$ cat config.mk
export PLATFORM = sky130hd
export DESIGN_NAME = t_counter_ctrl
export DESIGN_NICKNAME = d
export VERILOG_FILES = /design/src/rtl/t_counter_ctrl.sv
export SDC_FILE = /design/constraint.sdc
export NUM_CORES = 1
export LEC_CHECK = 0
export BUFFER_PORTS_ARGS = -buffer_cell sky130_fd_sc_hd__buf_2
export CAP_MARGIN = 10
export CORE_MARGIN = 5
export CORE_UTILIZATION = 25
export CTS_CLUSTER_SIZE = 24
export DETAILED_ROUTE_END_ITERATION = 16
export PLACE_DENSITY = 0.45
export SLEW_MARGIN = 15
export SYNTH_ARGS = -nofsm -noshare
export SYNTH_HDL_FRONTEND = slang
export SYNTH_SLANG_ARGS = --single-unit
$ cat constraint.sdc
create_clock -name clock -period 3.4 [get_ports clock]
set_input_delay 0.68 -clock clock [delete_from_list [all_inputs] [get_ports clock]]
set_output_delay 0.68 -clock clock [all_outputs]
set_load 0.02 [all_outputs]
$ cat src/rtl/t_counter_ctrl.sv
`default_nettype none
// +----------------------------------------------------------------------------+
// | Module      : t_counter_ctrl                                               |
// | Description : Up/down modulo counter built on toggle enables, with a       |
// |               start/stop/done controller. Define T_COUNTER_AUTO_RELOAD_EN  |
// |               to keep running across terminal counts instead of one-shot.  |
// | Revision    : 1.0 - initial release                                        |
// +----------------------------------------------------------------------------+
module t_counter_ctrl #(
    parameter int WIDTH = 4
) (
    input  logic             clock,
    input  logic             clear,
    input  logic             start,
    input  logic             stop,
    input  logic             up,
    input  logic [WIDTH-1:0] limit,
    output logic [WIDTH-1:0] count,
    output logic [WIDTH-1:0] t_vec,
    output logic             busy,
    output logic             done
);

    localparam logic [1:0]       S_IDLE = 2'd0;
    localparam logic [1:0]       S_RUN  = 2'd1;
    localparam logic [1:0]       S_DONE = 2'd2;
    localparam logic [WIDTH-1:0] C_ZERO = '0;
    localparam logic [WIDTH-1:0] C_ONE  = WIDTH'(1);

    logic [1:0]       r_state;
    logic [1:0]       w_state_nxt;
    logic [WIDTH-1:0] r_count;
    logic [WIDTH-1:0] r_limit;
    logic [WIDTH-1:0] w_count_nxt;
    logic             r_up;
    logic             r_busy;
    logic             r_done;
    logic             w_load;
    logic             w_term;
    logic             w_done_nxt;

    // Terminal value depends on direction: limit when counting up, zero when down.
    assign w_term = r_up ? (r_count == r_limit) : (r_count == C_ZERO);

    always_comb begin
        w_state_nxt = r_state;
        w_count_nxt = r_count;
        w_load      = 1'b0;
        w_done_nxt  = 1'b0;
        case (r_state)
            S_IDLE: begin
                if (start && !stop) begin
                    w_load      = 1'b1;
                    w_state_nxt = S_RUN;
                    w_count_nxt = up ? C_ZERO : limit;
                end
            end
            S_RUN: begin
                if (stop) begin
                    w_state_nxt = S_IDLE;
                end else if (w_term) begin
                    w_done_nxt  = 1'b1;
                    w_count_nxt = r_up ? C_ZERO : r_limit;
`ifdef T_COUNTER_AUTO_RELOAD_EN
                    w_state_nxt = S_RUN;
`else
                    w_state_nxt = S_DONE;
`endif
                end else begin
                    w_count_nxt = r_up ? (r_count + C_ONE) : (r_count - C_ONE);
                end
            end
            S_DONE: begin
                w_state_nxt = S_IDLE;
            end
            default: begin
                w_state_nxt = S_IDLE;
            end
        endcase
    end

    // Gated by clear so the toggle lines are quiet while reset is applied.
    assign t_vec = clear ? C_ZERO : (r_count ^ w_count_nxt);

    always_ff @(negedge clock or posedge clear) begin
        if (clear) begin
            r_state <= S_IDLE;
            r_count <= C_ZERO;
            r_limit <= C_ZERO;
            r_up    <= 1'b0;
            r_busy  <= 1'b0;
            r_done  <= 1'b0;
        end else begin
            r_state <= w_state_nxt;
            r_count <= r_count ^ t_vec;
            if (w_load) begin
                r_limit <= limit;
                r_up    <= up;
            end
            r_busy  <= (w_state_nxt == S_RUN);
            r_done  <= w_done_nxt;
        end
    end

    assign count = r_count;
    assign busy  = r_busy;
    assign done  = r_done;

endmodule
`default_nettype wire

# ---- Word level (Yosys, flattened, before mapping)
# Index checks and enable logic that the tools add are counted.
# W data, S select, Z words.
dict set report word_totals {
  wordCells 35
  mem_count 0
  latch_bits 0
  rom_bits 0
  regBits 13
  ramBits 0
}
dict set report op_classes {
  n_lt_le_gt_ge 0
  multipliers 0
  add_sub_neg 2
  shift 0
  mux 18
  n_eq_ne 3
  n_reduce_logical 4
  div 0
  n_bitwise 2
}
# operator count
set ops {}
lappend ops {{$mux W4} 7}
lappend ops {{$pmux W4 S2} 1}
lappend ops {{$xor A4 B4 Y4} 2}
lappend ops {{$mux W1} 6}
lappend ops {{$mux W2} 3}
lappend ops {{$add A4 B1 Y4 const B} 1}
lappend ops {{$eq A2 B1 Y1 const B} 2}
lappend ops {{$eq A4 B4 Y1} 1}
lappend ops {{$logic_not A4 Y1} 1}
lappend ops {{$pmux W2 S2} 1}
lappend ops {{$sub A4 B1 Y4 const B} 1}
lappend ops {{$logic_not A2 Y1} 1}
lappend ops {{$logic_and A1 B1 Y1} 1}
lappend ops {{$logic_not A1 Y1} 1}

# ---- Logic depth before layout (Yosys ltp)
# Gate-level depths: netlist of the first run.
dict set report logic_depth {
  depth_word 8
  depth_mapped 7
  depth_no_buf 7
}

==> metrics, run 1 <==
Die X approximately 75 µm; GRT Total Usage about 15%; Remaining DRCs 0; CTS Hold Bufs 0; CTS H-tree lvls 1; Critical Path Fanout Max 4; drt pass-1 iters 4; failing checks negative setup slack; CTS buffer count 3; drt total wl roughly 3800 µm; total power 1.53 mW; element type at the critical path end output pin; Mapped Cells 119; # IOs 19; largest net degree at the start of global routing 11; Primary FF master, synth dfrtn_1; Syn Nets 131; FILL cells 400; peak supply drop 0.000382 V; global routing usage on met3 under 10%; Worst Hold Class reg2reg; Initial Util between 20% and 30%; crit path buf inv count 1; most used routing layer met2; register bit total from synthesis 13; layout cell share with drive strength beyond 1 around three fifths; CTS Buffer Depth 2; flip-flop and latch area 325 µm²; Rel. slew slack 70.3%; M2 GR Usage 27.5%; Leak around 0.90 nW; crit start category register; Netlist Area Pre-Place around 1100 µm²; CTS sink count 13; Synth Warn # 0; max-slew violation count 0; Setup CP Type reg2out; nets@finish 209; Post-synth EDFFs 0; Async S/R FF share, synth 100%; Distinct cells, synth slightly above 50; final antenna-violating net count 0; setup repair after global routing missed its margin true; Wirelength per Cell 15.3 µm; Initial DRC Count 27; DR vias/cell 5.00; register area share after synthesis 30.7%; GR Util met1 16.8%; CP Data Required Time roughly 2700 ps; Slowest-stage cell, CP or4_4; measured slew at the worst slew-check pin 434 ps; # setup viols final 6; area taken by multi-input logic gates around 830 µm²; first-pass GRT wire length between 6000 and 7000 µm; Die Y 75.1 µm; Setup Skew between 2 and 2.5 ps; arrival time worst endpoint between 3000 and 4000 ps; DP Wirelength around 2900 µm; Layout area overhead 79.6%; area of the core 4060 µm²; routed vias approximately 1200; max_cap viols 0; grt ovf 0; Worst Slack Setup Final -1170 ps; CP max stage delay 550 ps; Final Hold Fails 0; clk_lat worst skew 270 ps; worst path cell trace or4_4, nand2b_4, mux2i_1, or4_1, nand3_2, buf_6; clk slew on worst S/H paths 40 ps; syn_area_per_cell 8.92 µm²; outcome finished with violations; TritonCTS clock tree built; initial antenna violation count 0; CTS root buf clkbuf_8; row count 23; number of global-route vias before repair ~1300; Cell Pwr Density 802 nW/µm²; Routability Congestion 0.948; CP top delay family simple AND/OR/NAND/NOR gates; Ant. Diodes 0; hold slack final 583 ps; Port Buffers 18; DIE AREA 5650 µm²
## cell usage in the layout (no fill, tap or decap), types with 2 or more instances in the layout
cell | Yosys | layout
o21bai_1 | 3 | 2
nand2_1 | 7 | 7
nand3_2 | 0 | 3
nor2_4 | 1 | 2
buf_6 | 1 | 12
clkbuf_8 | 1 | 3
nand3_1 | 5 | 2
buf_4 | 1 | 54
buf_2 | 1 | 12
inv_2 | 0 | 2
mux2_4 | 0 | 4
inv_1 | 6 | 4
a31o_2 | 2 | 2
a21o_1 | 2 | 2
dfrtn_1 | 13 | 13
nand2b_4 | 1 | 2
nor2_1 | 15 | 13
xor2_1 | 2 | 2
a21oi_1 | 7 | 6
a21oi_2 | 1 | 2
xnor2_1 | 4 | 3
o211ai_1 | 2 | 2
## cell type report
cell class	instances	share of cell area [%]
multi-input combinational	94	43.7
sequential	13	17.1
inverter	6	1.18
tap	50	3.28
clock inverter	1	0.263
clock buffer	3	2.17
timing repair buffer	79	32.3
## per-stage QoR
step	setup TNS (ps)	utilization (%)	setup WS [ps]	area [µm²]	std cells
after floorplan	-3630	-	-934	1150	119
after global placement	-4670	40.6	-905	1650	237
after detailed placement	-4810	40.6	-917	1650	237
after CTS	-4380	44.5	-1180	1810	244
after global routing	-4850	47.0	-1240	1910	246
final	-4470	47.0	-1170	1910	246
## Yosys cell counts (all sizes together), types with 3 or more instances
cell type,count,area (µm²)
nand2,7,26.3
o21bai,3,22.5
nor2,16,67.6
mux2,4,45.0
clkbuf,3,21.3
o21ai,3,15.0
a21oi,8,43.8
xnor2,4,35.0
nor4b,3,26.3
inv,6,22.5
nand3,5,25.0
dfrtn,13,325
buf,3,23.8
nand2b,3,26.3
## final timing paths
check,start,to,slack (ps),cells past startpoint
worst max-delay path,count[2],t_vec[2],-1170,6
worst min-delay path,r_limit[0],r_limit[0],580,2
worst max register to register,count[2],count[1],1330,10
worst min register to register,r_limit[0],r_limit[0],580,2
max in group asynchronous,clear,done,840,4
min in group asynchronous,clear,count[1],2110,3
## power breakdown
group	total [mW]	internal, mW	leakage [nW]	switching [mW]
Combinational	1.12	0.623	0.716	0.501
Clock	0.144	0.0812	0.0255	0.0630
Sequential	0.260	0.204	0.159	0.0560
Total	1.53	0.908	0.901	0.620
## worst register-to-register path, stage by stage (launching register included)
cell,delay [ps]
dfrtn_1,550
buf_6,170
xnor2_4,110
o211ai_1,140
buf_4,180
buf_6,110
buf_6,100
o21ba_4,190
buf_4,120
a31oi_1,150
o22ai_1,100
## what timing repair did
item,4_1_cts,5_1_grt
resized for setup,23,16
hold endpoints to repair,0,0
pin swaps,3,7
setup buffers,4,3
endpoints found under the setup margin,8,8
## per-layer routing
metal  vias up  wire (µm)
met1       599       1570
li1        599          -
met3         7        100
met4         0         65
met5         -          0
met2        24       2020
## flip-flops by register name (all words and copies together), names as in the netlist, named ones only
signal,count
r_limit,4
count,3
r_state,2
busy,1
done,1
r_up,1
## cells by family (layout without fill, tap and decap cells)
family | after synthesis | in the layout | share of synthesized area [%]
simple gates | 43 | 43 | 22.8
flops | 13 | 13 | 30.7
mux | 5 | 5 | 5.19
xor+xnor | 6 | 6 | 4.95
buf+inv | 12 | 89 | 6.37
compound gates | 37 | 37 | 25.8
fa+ha+maj | 3 | 3 | 4.24
(Power assumes the default switching activity.)
==> run 2: changes to the inputs <==
Settings changed: ABC_AREA set to 1.
==> run 2 against run 1 <==
The run still ends with negative setup slack left. First-iteration DRC count grew 30%. Clock-buffer cell count grew 1. Final area shrank 10%. Total power grew 1.5%. Combinational power grew 4%. Global-route usage shrank 1.2 points. Setup slack gained 210 ps. Largest power group unchanged.
==> metrics, run 2 <==
outcome finished with violations; failing checks negative setup slack; Post-Place Cell Area 1450 µm² (-12%); Power Internal 856 µW (-5.8%); top cells by area, synth dfrtn_1, nand2_1, nand3_1; max-slew violation count 0 (unchanged); grt ovf 0 (unchanged); clk_lat worst skew 260 ps (about the same); Primary FF master, synth dfrtn_1; Seq pwr share 16.0% (-1.0 points); max reg flops 4 (unchanged); Rel. slew slack 63.4% (-6.9 points); Mapped Cells 143 (+20%); cell with the most instances after synthesis nand2_1; Port Buffers 18 (unchanged); top post-synthesis cells by count nand2_1, nand3_1, dfrtn_1; CTS H-tree lvls 1 (unchanged); Synth Area in Compound Gates 14.3% (-12 points); Async S/R FF share, synth 100% (unchanged); Critical Path Fanout Max 5 (+1); layout cell share with drive strength beyond 1 50.9% (-9.3 points); Yosys top cell by area dfrtn_1; Die X 72.6 µm (-3.4%); NetSw 695 µW (+12%); Worst Slack Setup Final -968 ps (+206 ps); Most flops, register r_limit; drt pass-1 iters 4 (unchanged); post-layout util 46.2% (-0.80 points); DP Wirelength 2510 µm (-12%); Synth Warn # 0 (unchanged); Setup Slack @ Placement -780 ps (+137 ps); Leak 0.886 nW (-1.7%); CTS buffer count 3 (unchanged); Sw Ratio 44.8% (+4.3 points); CP Data Required Time 2720 ps (about the same); HP Start r_limit[3]; total power 1.55 mW (+1.5%); peak supply drop 0.000376 V (-1.5%); GRT Total Usage 13.5% (-1.2 points); Setup CP Type reg2out; Routability Congestion 0.889 (-6.2%); max_cap viols 0 (unchanged); routed vias 1188 (-3.3%); Clk pwr share 9.2% (-0.2 points); # setup viols final 5 (-1); DR vias/cell 4.53 (-9.2%); syn_area_per_cell 6.84 µm² (-23%); leading cell type in the layout, fill and taps excluded buf_4; Synth Area in XOR/XNOR 0.895% (-4.1 points); register area share after synthesis 33.2% (+2.6 points); Syn Nets 155 (+18%); Die Y 72.6 µm (-3.4%); Final Hold Fails 0 (unchanged); Initial DRC Count 35 (+30%); CTS root buf clkbuf_8; commonest cells after routing, fill and taps aside buf_4, nand2_1, dfrtn_1; Distinct cells, synth 23 (-55%); Wirelength per Cell 12.5 µm (-18%); clk slew on worst S/H paths 40 ps (about the same); Setup crit start count[1]; DIE AREA 5260 µm² (-6.8%); Layout area overhead 75.3%; Synth Area in Adders 4.60% (+0.36 points); drt total wl 3280 µm (-13%); main combinational cell family by area after synthesis simple AND/OR/NAND/NOR gates; post-route cell area 1720 µm² (-10%); launch point of the worst reg-to-reg path count[1]; setup repair after global routing missed its margin true; R2R Setup Slk 1560 ps (+230 ps); Initial Util 26.3% (+0.18 points); register bit total from synthesis 13 (unchanged); post-synthesis simple-gate area fraction 36.8% (+14 points); TritonCTS clock tree built; # IOs 19 (unchanged); Cell Pwr Density 904 nW/µm² (+13%); CTS sink count 13 (unchanged); combinational share of power 74.8% (+1.2 points); Netlist Area Pre-Place 978 µm² (-7.8%); Post-synth EDFFs 0 (unchanged); arrival time worst endpoint 3690 ps (-200 ps); element type at the critical path end output pin; setup TNS -3740 ps (+726 ps); crit start category register; first-pass GRT wire length 5560 µm (-10%); CTS Buffer Depth 2 (unchanged); area of the core 3720 µm² (-8.4%); Setup Skew 2.17 ps (-0.118 ps); Worst Hold Class reg2reg; nets@finish 227 (+8.6%); initial antenna violation count 0 (unchanged); number of global-route vias before repair 1187 (-10%); Ant. Diodes 0 (unchanged); row count 22 (-4.3%); final antenna-violating net count 0 (unchanged); measured slew at the worst slew-check pin 546 ps (+112 ps); largest net degree at the start of global routing 13 (+2); multiplexer area fraction after synthesis 2.05% (-3.1 points); Remaining DRCs 0 (unchanged); top cell type's share of synthesized area 33.2% (+2.6 points)
run 2: changes by cell type in the layout (fill, tap and decap cells not counted), moves of 4 or more:
cell	previous run	this run
a21oi_1	6	10
nand2_1	7	34
nor2_1	13	8
mux2_4	4	0
nand2_2	0	9
inv_2	2	10
inv_1	4	9
nand3_1	2	12
buf_4	54	48
o21ai_1	0	7
run 2: worst paths after layout:
path / cells past startpoint / endpoint
setup / recovery: 14 / t_vec[3]
setup reg to reg: 11 / count[0]
hold / removal: 2 / r_limit[3]
min in group asynchronous: 2 / count[2]
hold reg to reg: 2 / r_limit[3]
max in group asynchronous: 3 / r_state[1]
run 2: timing repair:
action,4_1_cts,5_1_grt
gates resized for setup,28,6
hold buffers,0,0
endpoints found under the hold margin,0,0
endpoints found under the setup margin,6,7
buffers inserted,8,5
pin swaps,10,0
run 2: metal layers:
layer  GRT usage, %  routed length [µm]  vias up
li1               -                   -      610
met5              0                   0        -
met4           3.69                   9        0
met2           23.0                1630       17
met1           17.6                1530      559
met3           1.80                 116        2
run 2: cell families after synthesis:
family / after synthesis
buffers and inverters: 21
AO/OA/AOI/OAI: 26
XOR/XNOR: 1
flip-flops: 13
multiplexers: 2
AND/OR/NAND/NOR: 77
adder cells (fa/ha/maj): 3
run 2: through the flow:
stage,hold WS (ps),std cells
2_1_floorplan,441,143
3_3_place_gp,472,246
3_5_place_dp,484,246
4_1_cts,485,257
5_1_grt,517,262
6_report,476,262
run 2: power by group through the flow:
stage | combinational, mW | sequential [mW] | clock (mW)
2_1_floorplan | 0.482 | 0.307 | 0
3_3_place_gp | 0.902 | 0.257 | 0
3_5_place_dp | 0.904 | 0.259 | 0
4_1_cts | 1.09 | 0.244 | 0.148
5_1_grt | 1.26 | 0.255 | 0.159
6_report | 1.16 | 0.248 | 0.143
run 2: final cells by class:
cell class / count / area, µm²
timing repair buffer: 68 / 517
multi-input combinational: 109 / 693
clock buffer: 4 / 45.0
inverter: 20 / 75.1
tap: 48 / 60.1
fill: 402 / 2000
sequential: 13 / 325
run 2: critical path, stage by stage, from the launching register on:
cell     delay [ps]
dfrtn_1         490
buf_4           140
ha_1            230
nand3_2          90
nand2_1          50
nand2_1          60
nand3_1          70
nand3_1          70
nand2_1          60
nand2_2          70
nand3_2          80
nand2_2          80
inv_2            40
nor2_4           90
buf_6           110
==> run 3: changes to the inputs <==
Settings changed: PLACE_DENSITY 0.45 to 0.47.
Clock period 3.4 ns to 3.9 ns, I/O delays scaled along.
==> run 3 against run 2 <==
The run still ends with negative setup slack left. Sequential share of layout area grew 0.73 points. Critical path depth is the same. Combinational power down 19%. Critical endpoint unchanged. Largest power group unchanged.
==> metrics, run 3 (synthesized netlist as in run 2, its figures left out) <==
outcome finished with violations; failing checks negative setup slack; # placed instances 245 (-0.41%); row count 22 (unchanged); Die Y 72.6 µm (unchanged); CP Data Required Time 3120 ps (+400 ps); drt pass-1 iters 4 (unchanged); max_cap viols 0 (unchanged); CTS sink count 13 (unchanged); Die X 72.6 µm (unchanged); TritonCTS clock tree built; clk slew on worst S/H paths 40 ps (about the same); area of the core 3720 µm² (unchanged); Remaining DRCs 0 (unchanged); element type at the critical path end output pin; Initial DRC Count 48 (+37%); Wirelength per Cell 12.5 µm (about the same); cell mode on critical path nand2_1; Leak 0.851 nW (-3.9%); initial antenna violation count 0 (unchanged); layout cell share with drive strength beyond 1 51.9% (+0.99 points); clk_lat worst skew 260 ps (about the same); Clk pwr share 9.6% (+0.4 points); CTS root buf clkbuf_8; FILL cells 369 (-8.2%); number of global-route vias before repair 1208 (+1.8%); CTS Buffer Depth 2 (unchanged); Most flops, register r_limit; Sw Ratio 45.5% (+0.71 points); Post-Place Cell Area 1440 µm² (-0.52%); hold slack final 511 ps (+34.3 ps); DP Wirelength 2470 µm (-1.6%); routed vias 1188 (unchanged); Worst Hold Class reg2reg; Slowest-stage cell, CP dfrtn_1; grt ovf 0 (unchanged); CTS H-tree lvls 1 (unchanged); Cell Pwr Density 779 nW/µm² (-14%); Routability Congestion 0.870 (-2.1%); Layout area overhead 68.8%; nets@finish 221 (-2.6%); setup TNS -3070 ps (+671 ps); # setup viols final 4 (-1); leading cell type in the layout, fill and taps excluded buf_4; Setup Skew 0.772 ps (-1.40 ps); Port Buffers 18 (unchanged); GRT Total Usage 12.8% (-0.67 points); Final Hold Fails 0 (unchanged); Ant. Diodes 0 (unchanged); Power Internal 700 µW (-18%); setup repair after global routing missed its margin true; crit start category register; DR vias/cell 4.64 (+2.3%); Setup CP Type reg2out; drt total wl 3200 µm (-2.3%); NetSw 586 µW (-16%); arrival time worst endpoint 3930 ps (+240 ps); Critical Path Fanout Max 3 (-2); commonest cells after routing, fill and taps aside buf_4, nand2_1, nand2_2; CTS buffer count 3 (unchanged); final antenna-violating net count 0 (unchanged); Rel. slew slack 72.2% (+8.7 points); DIE AREA 5260 µm² (unchanged); combinational share of power 72.9% (-1.9 points); Seq pwr share 17.5% (+1.5 points); post-route cell area 1650 µm² (-3.7%); peak supply drop 0.000409 V (+8.7%); largest net degree at the start of global routing 13 (unchanged); post-layout util 44.4% (-1.7 points); Layout Cells excl Fill 256 (-2.3%); CTS Hold Bufs 0 (unchanged); max-slew violation count 0 (unchanged); # IOs 19 (unchanged); Initial Util 26.3% (unchanged); crit path buf inv count 3 (unchanged); CP max stage delay 470 ps (-20 ps); max reg flops 4 (unchanged); worst path cell trace inv_2, ha_4, a21oi_2, nand2_1, nand2_1, nand3_1, nand3_1, nand2_1, nand2_2, nand3_2, nand2_2, inv_2, nor2_4, buf_6; measured slew at the worst slew-check pin 416 ps (-130 ps); Worst Slack Setup Final -810 ps (+158 ps); first-pass GRT wire length 5280 µm (-5.1%); CP top delay family simple AND/OR/NAND/NOR gates
==> run 3: cell types whose count changed in the layout (fill, tap and decap cells not counted), moves of 2 or more <==
cell     before  now
buf_2        11   13
nand2_1      34   29
buf_6         9    7
buf_4        48   42
nand2_2       9   14
a21oi_2       0    2
a21oi_4       2    0
o21ai_2       1    3
==> run 3: cell type report <==
class,instances,area (µm²),area share [%]
well taps,48,60.1,3.64
multi-input cells,109,687,41.6
flip-flops and latches,13,325,19.7
clock buffers,4,45.0,2.73
inverters,20,75.1,4.55
repair buffers,62,459,27.8
==> run 3: metal layers <==
metal | GRT usage (%) | part of all wire (%) | vias up
li1 | - | - | 604
met1 | 16.3 | 45 | 554
met2 | 20.9 | 51 | 22
met3 | 2.08 | 2.1 | 8
met4 | 5.94 | 1.6 | 0
met5 | 0 | 0 | -
==> run 3: timing repair <==
| item | in CTS | in global routing |
|---|---|---|
| buffers inserted | 4 | 4 |
| setup endpoints to repair | 4 | 5 |
| gates resized for setup | 21 | 12 |
| pin swaps | 13 | 8 |
==> run 3: final timing paths <==
kind,slack [ps],to,from,cells after the start
max reg2reg,2090,count[0],count[1],14
min in group asynchronous,2470,count[0],clear,3
min reg2reg,510,r_limit[3],r_limit[3],2
min,510,r_limit[3],r_limit[3],2
max in group asynchronous,1220,async pin,clear,3
max,-810,t_vec[3],r_up,14
==> run 3: metrics by stage <==
step	setup WS, ps	total power, mW
floorplan	-629	0.688
global placement	-552	0.994
detailed placement	-586	1.00
CTS	-804	1.22
global route	-916	1.39
finish	-810	1.29
==> run 3: power groups by stage <==
stage               logic, mW  clock network [mW]  registers, mW
floorplan               0.421                   0          0.268
global placement        0.769                   0          0.224
detailed placement      0.778                   0          0.226
CTS                     0.874               0.125          0.224
global route             1.02               0.133          0.231
finish                  0.938               0.123          0.225
==> run 3: worst reg2reg max path, cell delays in order (launching register included) <==
cell	delay, ps
dfrtn_1	440
inv_2	60
buf_4	140
nand2_2	50
nand2_2	60
nor2_4	130
nand3_4	110
nand2_2	110
buf_6	90
o21ai_2	50
nand3_1	100
nand3_2	90
buf_4	140
nand2_1	50
inv_1	30
